**src/rtl/liteic_pkg.sv**
```systemverilog
// Shared interconnect parameters: address map, channel widths, response codes.
// LITEIC_WR_DECERR_EN selects whether write-path decode misses answer DECERR locally.
package liteic_pkg;

  localparam int IC_AWADDR_WIDTH    = 32;
  localparam int IC_DATA_WIDTH      = 32;
  localparam int IC_STRB_WIDTH      = IC_DATA_WIDTH / 8;
  localparam int IC_WDATA_WIDTH     = IC_STRB_WIDTH + IC_DATA_WIDTH;
  localparam int IC_BRESP_WIDTH     = 2;
  localparam int IC_NUM_SLAVE_SLOTS = 3;
  localparam int IC_SLV_IDX_W       = (IC_NUM_SLAVE_SLOTS > 1) ? $clog2(IC_NUM_SLAVE_SLOTS) : 1;

  // Slot i hits when (addr & MASK[i]) == BASE[i]; index 0 is the rightmost entry.
  localparam logic [IC_NUM_SLAVE_SLOTS-1:0][IC_AWADDR_WIDTH-1:0] IC_SLAVE_BASE_ADDR =
    {32'h3000_0000, 32'h2000_0000, 32'h1000_0000};
  localparam logic [IC_NUM_SLAVE_SLOTS-1:0][IC_AWADDR_WIDTH-1:0] IC_SLAVE_ADDR_MASK =
    {32'hFFFF_0000, 32'hFFFF_0000, 32'hFFFF_0000};

  localparam logic [IC_SLV_IDX_W-1:0]   IC_LAST_SLOT   = IC_SLV_IDX_W'(IC_NUM_SLAVE_SLOTS - 1);
  localparam logic [IC_BRESP_WIDTH-1:0] IC_RESP_OKAY   = 2'b00;
  localparam logic [IC_BRESP_WIDTH-1:0] IC_RESP_DECERR = 2'b11;

  typedef struct packed {
    logic [IC_STRB_WIDTH-1:0] strb;
    logic [IC_DATA_WIDTH-1:0] data;
  } ic_wbeat_t;

  function automatic logic [IC_NUM_SLAVE_SLOTS-1:0] ic_onehot(
    input logic [IC_SLV_IDX_W-1:0] idx, input logic en);
    ic_onehot = IC_NUM_SLAVE_SLOTS'(en) << idx;
  endfunction

endpackage

```
**src/rtl/axi_lite_if.sv**
```systemverilog
// AXI-Lite bundle; the write node only touches the aw/w/b channels.
interface axi_lite_if;
  import liteic_pkg::*;

  logic [IC_AWADDR_WIDTH-1:0] aw_addr;
  logic                       aw_valid;
  logic                       aw_ready;
  logic [IC_DATA_WIDTH-1:0]   w_data;
  logic [IC_STRB_WIDTH-1:0]   w_strb;
  logic                       w_valid;
  logic                       w_ready;
  logic [IC_BRESP_WIDTH-1:0]  b_resp;
  logic                       b_valid;
  logic                       b_ready;

  logic [IC_AWADDR_WIDTH-1:0] ar_addr;
  logic                       ar_valid;
  logic                       ar_ready;
  logic [IC_DATA_WIDTH-1:0]   r_data;
  logic [IC_BRESP_WIDTH-1:0]  r_resp;
  logic                       r_valid;
  logic                       r_ready;

  modport wr_slv (input aw_addr, aw_valid, output aw_ready,
                  input w_data, w_strb, w_valid, output w_ready,
                  output b_resp, b_valid, input b_ready);
  modport wr_mst (output aw_addr, aw_valid, input aw_ready,
                  output w_data, w_strb, w_valid, input w_ready,
                  input b_resp, b_valid, output b_ready);
  modport rd_slv (input ar_addr, ar_valid, output ar_ready,
                  output r_data, r_resp, r_valid, input r_ready);
  modport rd_mst (output ar_addr, ar_valid, input ar_ready,
                  input r_data, r_resp, r_valid, output r_ready);
endinterface

```
**src/rtl/liteic_addr_decoder.sv**
```systemverilog
// Combinational address-map lookup; the lowest-numbered matching slot wins.
module liteic_addr_decoder
  import liteic_pkg::*;
(
  input  logic [IC_AWADDR_WIDTH-1:0] addr_i,
  output logic [IC_SLV_IDX_W-1:0]    idx_o,
  output logic                       hit_o
);

  // Scanning downward lets the lowest index overwrite any later match.
  always_comb begin
    idx_o = '0;
    hit_o = 1'b0;
    for (int i = IC_NUM_SLAVE_SLOTS - 1; i >= 0; i--) begin
      if ((addr_i & IC_SLAVE_ADDR_MASK[i]) == IC_SLAVE_BASE_ADDR[i]) begin
        hit_o = 1'b1;
        idx_o = IC_SLV_IDX_W'(i);
      end
    end
  end

endmodule

```
**src/rtl/liteic_master_node_write.sv**
```systemverilog
// Write-path master node: one outstanding AW/W/B transaction routed to one slave slot.
// LITEIC_WR_DECERR_EN: decode misses are absorbed locally and answered with DECERR.
module liteic_master_node_write
  import liteic_pkg::*;
#(
  parameter int MST_IDX = 0
) (
  input  logic                                           clk_i,
  input  logic                                           rst_i,
  axi_lite_if.wr_slv                                     mst_axil,
  output logic [IC_AWADDR_WIDTH-1:0]                     cbar_aw_reqst_data_o,
  output logic [IC_NUM_SLAVE_SLOTS-1:0]                  cbar_aw_reqst_val_o,
  input  logic [IC_NUM_SLAVE_SLOTS-1:0]                  cbar_aw_reqst_rdy_i,
  output logic [IC_WDATA_WIDTH-1:0]                      cbar_w_reqst_data_o,
  output logic [IC_NUM_SLAVE_SLOTS-1:0]                  cbar_w_reqst_val_o,
  input  logic [IC_NUM_SLAVE_SLOTS-1:0]                  cbar_w_reqst_rdy_i,
  input  logic [IC_NUM_SLAVE_SLOTS-1:0]                  cbar_resp_val_i,
  input  logic [IC_NUM_SLAVE_SLOTS-1:0][IC_BRESP_WIDTH-1:0] cbar_resp_data_i,
  output logic [IC_NUM_SLAVE_SLOTS-1:0]                  cbar_resp_rdy_o
);

  localparam logic [1:0] IDLE = 2'd0;
  localparam logic [1:0] FWD  = 2'd1;
  localparam logic [1:0] RESP = 2'd2;
`ifdef LITEIC_WR_DECERR_EN
  localparam logic [1:0] ERR  = 2'd3;
`endif

  logic [1:0]                 state_r;
  logic [IC_AWADDR_WIDTH-1:0] addr_r;
  logic [IC_SLV_IDX_W-1:0]    tgt_r, tgt_d, dec_idx;
  logic                       dec_hit;
  logic                       aw_done_r, w_done_r;
  logic                       rdy_en_r;
  logic                       aw_v, w_v, r_v;
  logic                       aw_hs, w_hs, b_hs, aw_fin, w_fin;
  ic_wbeat_t                  wbeat;

  liteic_addr_decoder u_dec (
    .addr_i (mst_axil.aw_addr),
    .idx_o  (dec_idx),
    .hit_o  (dec_hit)
  );

`ifdef LITEIC_WR_DECERR_EN
  assign tgt_d = dec_hit ? dec_idx : '0;
`else
  assign tgt_d = dec_hit ? dec_idx : IC_LAST_SLOT;
`endif

  assign aw_hs  = mst_axil.aw_valid & mst_axil.aw_ready;
  assign w_hs   = mst_axil.w_valid & mst_axil.w_ready;
  assign b_hs   = mst_axil.b_valid & mst_axil.b_ready;
  assign aw_fin = aw_done_r | cbar_aw_reqst_rdy_i[tgt_r];
  assign w_fin  = w_done_r | w_hs;

  always_comb begin
    mst_axil.aw_ready = rdy_en_r && (state_r == IDLE);
    mst_axil.w_ready  = 1'b0;
    mst_axil.b_valid  = 1'b0;
    mst_axil.b_resp   = IC_RESP_OKAY;
    aw_v              = 1'b0;
    w_v               = 1'b0;
    r_v               = 1'b0;
    case (state_r)
      FWD: begin
        aw_v             = !aw_done_r;
        w_v              = mst_axil.w_valid & !w_done_r;
        mst_axil.w_ready = cbar_w_reqst_rdy_i[tgt_r] & !w_done_r;
      end
      RESP: begin
        mst_axil.b_valid = cbar_resp_val_i[tgt_r];
        mst_axil.b_resp  = cbar_resp_data_i[tgt_r];
        r_v              = mst_axil.b_ready;
      end
`ifdef LITEIC_WR_DECERR_EN
      // The W beat is swallowed here, then the error response is held until taken.
      ERR: begin
        mst_axil.w_ready = !w_done_r;
        mst_axil.b_valid = w_done_r;
        mst_axil.b_resp  = IC_RESP_DECERR;
      end
`endif
      default: ;
    endcase
  end

  assign wbeat                = '{strb: mst_axil.w_strb, data: mst_axil.w_data};
  assign cbar_w_reqst_data_o  = wbeat;
  assign cbar_aw_reqst_data_o = addr_r;
  assign cbar_aw_reqst_val_o  = ic_onehot(tgt_r, aw_v);
  assign cbar_w_reqst_val_o   = ic_onehot(tgt_r, w_v);
  assign cbar_resp_rdy_o      = ic_onehot(tgt_r, r_v);

  always_ff @(posedge clk_i or posedge rst_i) begin
    if (rst_i) begin
      state_r   <= IDLE;
      addr_r    <= '0;
      tgt_r     <= '0;
      aw_done_r <= 1'b0;
      w_done_r  <= 1'b0;
      rdy_en_r  <= 1'b0;
    end else begin
      rdy_en_r <= 1'b1;
      case (state_r)
        IDLE: if (aw_hs) begin
          addr_r    <= mst_axil.aw_addr;
          tgt_r     <= tgt_d;
          aw_done_r <= 1'b0;
          w_done_r  <= 1'b0;
`ifdef LITEIC_WR_DECERR_EN
          state_r   <= dec_hit ? FWD : ERR;
`else
          state_r   <= FWD;
`endif
        end
        FWD: begin
          aw_done_r <= aw_fin;
          w_done_r  <= w_fin;
          if (aw_fin && w_fin) state_r <= RESP;
        end
        RESP: if (b_hs) state_r <= IDLE;
`ifdef LITEIC_WR_DECERR_EN
        ERR: begin
          if (w_hs) w_done_r <= 1'b1;
          if (b_hs) state_r <= IDLE;
        end
`endif
        default: state_r <= IDLE;
      endcase
    end
  end

  always_ff @(posedge clk_i) begin
    if (!rst_i) begin
      assert ($onehot0(cbar_aw_reqst_val_o) && $onehot0(cbar_w_reqst_val_o) &&
              $onehot0(cbar_resp_rdy_o))
        else $error("liteic_master_node_write[%0d]: crossbar one-hot violated", MST_IDX);
    end
  end

endmodule

```
**src/flat_wrapper.sv**
```systemverilog
// flat-port wrapper written by rule: the top's interface ports become plain ports
module liteic_master_node_write_flat import liteic_pkg::*;
#(
  parameter int MST_IDX = 0
)
  (clk_i, rst_i, cbar_aw_reqst_data_o, cbar_aw_reqst_val_o, cbar_aw_reqst_rdy_i, cbar_w_reqst_data_o, cbar_w_reqst_val_o, cbar_w_reqst_rdy_i, cbar_resp_val_i, cbar_resp_data_i, cbar_resp_rdy_o, mst_axil_aw_addr, mst_axil_aw_valid, mst_axil_aw_ready, mst_axil_w_data, mst_axil_w_strb, mst_axil_w_valid, mst_axil_w_ready, mst_axil_b_resp, mst_axil_b_valid, mst_axil_b_ready);
  axi_lite_if mst_axil_i ();
  input  logic clk_i;
  input  logic rst_i;
  output logic [IC_AWADDR_WIDTH-1:0] cbar_aw_reqst_data_o;
  output logic [IC_NUM_SLAVE_SLOTS-1:0] cbar_aw_reqst_val_o;
  input  logic [IC_NUM_SLAVE_SLOTS-1:0] cbar_aw_reqst_rdy_i;
  output logic [IC_WDATA_WIDTH-1:0] cbar_w_reqst_data_o;
  output logic [IC_NUM_SLAVE_SLOTS-1:0] cbar_w_reqst_val_o;
  input  logic [IC_NUM_SLAVE_SLOTS-1:0] cbar_w_reqst_rdy_i;
  input  logic [IC_NUM_SLAVE_SLOTS-1:0] cbar_resp_val_i;
  input  logic [IC_NUM_SLAVE_SLOTS-1:0][IC_BRESP_WIDTH-1:0] cbar_resp_data_i;
  output logic [IC_NUM_SLAVE_SLOTS-1:0] cbar_resp_rdy_o;
  input wire logic [$bits(mst_axil_i.aw_addr)-1:0] mst_axil_aw_addr;
  input wire logic [$bits(mst_axil_i.aw_valid)-1:0] mst_axil_aw_valid;
  output wire logic [$bits(mst_axil_i.aw_ready)-1:0] mst_axil_aw_ready;
  input wire logic [$bits(mst_axil_i.w_data)-1:0] mst_axil_w_data;
  input wire logic [$bits(mst_axil_i.w_strb)-1:0] mst_axil_w_strb;
  input wire logic [$bits(mst_axil_i.w_valid)-1:0] mst_axil_w_valid;
  output wire logic [$bits(mst_axil_i.w_ready)-1:0] mst_axil_w_ready;
  output wire logic [$bits(mst_axil_i.b_resp)-1:0] mst_axil_b_resp;
  output wire logic [$bits(mst_axil_i.b_valid)-1:0] mst_axil_b_valid;
  input wire logic [$bits(mst_axil_i.b_ready)-1:0] mst_axil_b_ready;
  assign mst_axil_i.aw_addr = mst_axil_aw_addr;
  assign mst_axil_i.aw_valid = mst_axil_aw_valid;
  assign mst_axil_aw_ready = mst_axil_i.aw_ready;
  assign mst_axil_i.w_data = mst_axil_w_data;
  assign mst_axil_i.w_strb = mst_axil_w_strb;
  assign mst_axil_i.w_valid = mst_axil_w_valid;
  assign mst_axil_w_ready = mst_axil_i.w_ready;
  assign mst_axil_b_resp = mst_axil_i.b_resp;
  assign mst_axil_b_valid = mst_axil_i.b_valid;
  assign mst_axil_i.b_ready = mst_axil_b_ready;
  liteic_master_node_write #(.MST_IDX(MST_IDX)) u_core (.clk_i(clk_i), .rst_i(rst_i), .mst_axil(mst_axil_i), .cbar_aw_reqst_data_o(cbar_aw_reqst_data_o), .cbar_aw_reqst_val_o(cbar_aw_reqst_val_o), .cbar_aw_reqst_rdy_i(cbar_aw_reqst_rdy_i), .cbar_w_reqst_data_o(cbar_w_reqst_data_o), .cbar_w_reqst_val_o(cbar_w_reqst_val_o), .cbar_w_reqst_rdy_i(cbar_w_reqst_rdy_i), .cbar_resp_val_i(cbar_resp_val_i), .cbar_resp_data_i(cbar_resp_data_i), .cbar_resp_rdy_o(cbar_resp_rdy_o));
endmodule
```
**config.mk**
```make
export PLATFORM = sky130hd
export DESIGN_NAME = liteic_master_node_write_flat
export DESIGN_NICKNAME = d
export VERILOG_FILES = /design/src/rtl/liteic_pkg.sv /design/src/rtl/axi_lite_if.sv /design/src/rtl/liteic_addr_decoder.sv /design/src/rtl/liteic_master_node_write.sv /design/src/flat_wrapper.sv
export SDC_FILE = /design/constraint.sdc
export NUM_CORES = 1
export LEC_CHECK = 0
export BUFFER_PORTS_ARGS = -buffer_cell sky130_fd_sc_hd__buf_2
export CORE_ASPECT_RATIO = 1.5
export CORE_MARGIN = 2
export CORE_UTILIZATION = 35
export DETAILED_ROUTE_END_ITERATION = 16
export GPL_ROUTABILITY_DRIVEN = 0
export PLACE_DENSITY_LB_ADDON = 0.15
export REMOVE_ABC_BUFFERS = 1
export SYNTH_ARGS = -nofsm -noshare
export SYNTH_HDL_FRONTEND = slang
export SYNTH_SLANG_ARGS = --single-unit
```
**constraint.sdc**
```tcl
create_clock -name clk_i -period 1.3 [get_ports clk_i]
set_input_delay 0.26 -clock clk_i [delete_from_list [all_inputs] [get_ports clk_i]]
set_output_delay 0.26 -clock clk_i [all_outputs]
set_load 0.01 [all_outputs]
```
==> out/results.txt <==
Synth top area share: 48.1%
final wirelength: 6830 um
diodes inserted: 0
mux cell area share after synthesis: 2.47%
XOR/XNOR share of the synthesized area: 0.432%
final setup fails: 52
MaxCap Viol Count: 0
startpoint types: flop
R2R depth: 6
Synth Area in Compound Gates: 4.01%
largest family of logic cells by synthesized area: simple AND/OR/NAND/NOR gates
critical path endpoint category: output pin
Syn Std Cell Area: 2030 um2
share of cells above drive strength 1: 44.5%
adder-cell share of the synthesized area: 0%
Worst Setup EP: mst_axil_w_ready
cts bufs inserted: 5
initial antenna violation count: 0
Seq cells post-synth: 39
vias in the first global route: 1806
Peak VDD IR: 0.000899 V
Die X: 66.2 um
unrepaired setup endpoints after global routing: yes
r2r endpoint: u_core.state_r[1]
Top Ports: 170
first-pass GRT wire length: 9940 um
CP Data Arrival Time: 1.50 ns
Post-synth EDFFs: 0
CORE AREA: 5700 um2
Routed WL per cell: 17.0 um
Period minus WS final: 1.76 ns
Skew-Pair Late Insertion Delay: 0.28 ns
clock sink count: 39
gr usage total: 21.1%
dominant cell type by area after synthesis: dfrtp_1
R2R Path Start: u_core.tgt_r[1]
Leak: 1.54 nW
pins over their slew limit: 0
Die Y: 97.2 um
DRT antenna net count: 0
asr flop ratio synth: 100%
Tightest Hold Check Type: input port to flop
synth top area cells: dfrtp_1, nand2_1, buf_4
GR Overflow Total: 0
failing checks: setup timing
Final #Nets: 417
critical path type: flop to output pin
Slowest cell on crit path: dfrtp_2
vias: 1844
Power Density: 1980 nW/um2
sequential cell area fraction in the yosys report: 48.1%
Detailed Place HPWL: 5460 um
worst-case clock buffer depth: 2
number of port buffers: 97
Setup Skew: 0.00219 ns
FF-to-FF setup slack: -0.31 ns
CTS tree: built
Remaining DRCs: 0
CTS HTree Levels: 2
cells along the critical path: mux2i_2 > nor2_1 > a21oi_1 > nor3_1 > buf_2
top post-synthesis cells by count: nand2_1, buf_4, dfrtp_1, nor2_1
Synth Area in Simple Gates: 28.0%
final cycle utilization of the critical path: 135%
Final WS setup: -0.460 ns
Crit. Startpoint: u_core.tgt_r[1]
Avg Vias per Cell: 4.59
TritonRoute pass-1 iters: 4
cell depth of the worst setup path: 5
most numerous cell in the Yosys netlist: nand2_1
CP Buf/Inv Count: 1
Avg Cell Area, Syn: 8.38 um2
CP max FO: 6
Syn. warnings: 0
Core Rows: 34
largest net degree at the start of global routing: 40
Main synth FF type: dfrtp_1
slowest stage delay, CP: 0.48 ns
DR iter-0 viols: 35
effective utilization at floorplan: 35.6%
Max Freq: 568 MHz
clock-pin transition on the worst setup and hold timing paths: 0.07 ns
Crit path required time: 1.04 ns
clock root buffer master: clkbuf_8
status: finished, violations left
die area: 6430 um2
Final Hold Viols: 0
Core Util, Final: 47.5%
Gate Count Post-Synth: 242
count of cell types in the netlist: 29
Layout area overhead: 33.6%
Top delay family on crit path: flip-flops
hold_ws: 0.162 ns
## flip-flops by register name, summed over array words and instances (netlist names)
name / count
u_core.rdy_en_r: 1
u_core.aw_done_r: 1
u_core.cbar_aw_reqst_data_o: 32
u_core.state_r: 2
u_core.w_done_r: 1
u_core.tgt_r: 2
## cell type report
class,count,area [um2]
Clock buffer,8,100
Multi-Input combinational cell,155,772
Sequential cell,39,978
Tap cell,72,90.1
Inverter,3,11.3
Timing Repair Buffer,125,757
Fill cell,589,2990
## routing by layer
metal  routed length (um)  GRT usage, %  vias up
li1                     -             -      895
met1                 2300          22.1      819
met2                 3390          34.7      119
met3                 1010          12.9        9
met4                   78          5.18        2
met5                   47          6.25        -
## where the power goes
group	switching, mW	leakage [nW]	internal [mW]
Clock	0.411	0.0515	0.485
Sequential	0.373	0.483	1.75
Combinational	1.20	1.00	1.15
Total	1.99	1.54	3.39
## worst reg2reg max path, cell delays in order (launching register included)
cell and delay [ns]:
dfrtp_2 0.48, mux2i_2 0.28, buf_4 0.15, buf_4 0.09, nor3b_1 0.04, o32a_1 0.31
a21o_1 0.16
## layout by cell type (no fill, tap or decap), drive strengths merged, types with 2 or more instances in the layout
cell type and instances:
buf 124, nand2 102, dfrtp 39, nor2 12, clkbuf 8, mux2i 5
a21oi 5, nor3 5, nor4 4, nand2b 3, o21ai 3, nand3b 2
nor3b 2, inv 2, o2bb2ai 2
## stage by stage
step	worst slack (ns)	cell area (um2)	TNS [ns]	instances	power (mW)
finish	-0.460	2710	-6.70	402	5.37
global route	-0.535	2710	-11.73	402	5.79
CTS	-0.407	2660	-6.75	400	5.33
detailed placement	-0.178	2460	-3.60	388	4.26
global placement	-0.184	2460	-3.56	388	4.22
floorplan	-0.457	1700	-13.25	197	3.13
## how the worst min path moves through the flow
stage | startpoint | depth (start not counted) | end | slack (ns)
6_report | mst_axil_aw_addr[12] | 3 | u_core.cbar_aw_reqst_data_o[12] | 0.16
3_5_place_dp | rst_i | 3 | u_core.cbar_aw_reqst_data_o[4] | 0.31
4_1_cts | mst_axil_aw_addr[1] | 3 | u_core.cbar_aw_reqst_data_o[1] | 0.15
3_3_place_gp | rst_i | 3 | u_core.cbar_aw_reqst_data_o[4] | 0.31
5_1_grt | mst_axil_aw_addr[5] | 3 | u_core.cbar_aw_reqst_data_o[5] | 0.16
2_1_floorplan | mst_axil_aw_addr[0] | 2 | u_core.cbar_aw_reqst_data_o[0] | 0.37
## what timing repair did
item / CTS / global route
endpoints found under the hold margin: 25 / 0
hold buffers: 1 / 0
endpoints found under the setup margin: 52 / 52
resized for setup: 18 / 8
setup buffers: 3 / 2
pin swaps: 3 / 4
## kinds of logic after synthesis
logic type                count (synthesis)
muxes                                     5
xor gates and xnor gates                  1
DFF                                      39
AOI/OAI and AO/OA                        13
buffers and inverters                    48
other                                     1
and+or+nand+nor                         135
No activity file was read; power rests on OpenSTA's default activity.
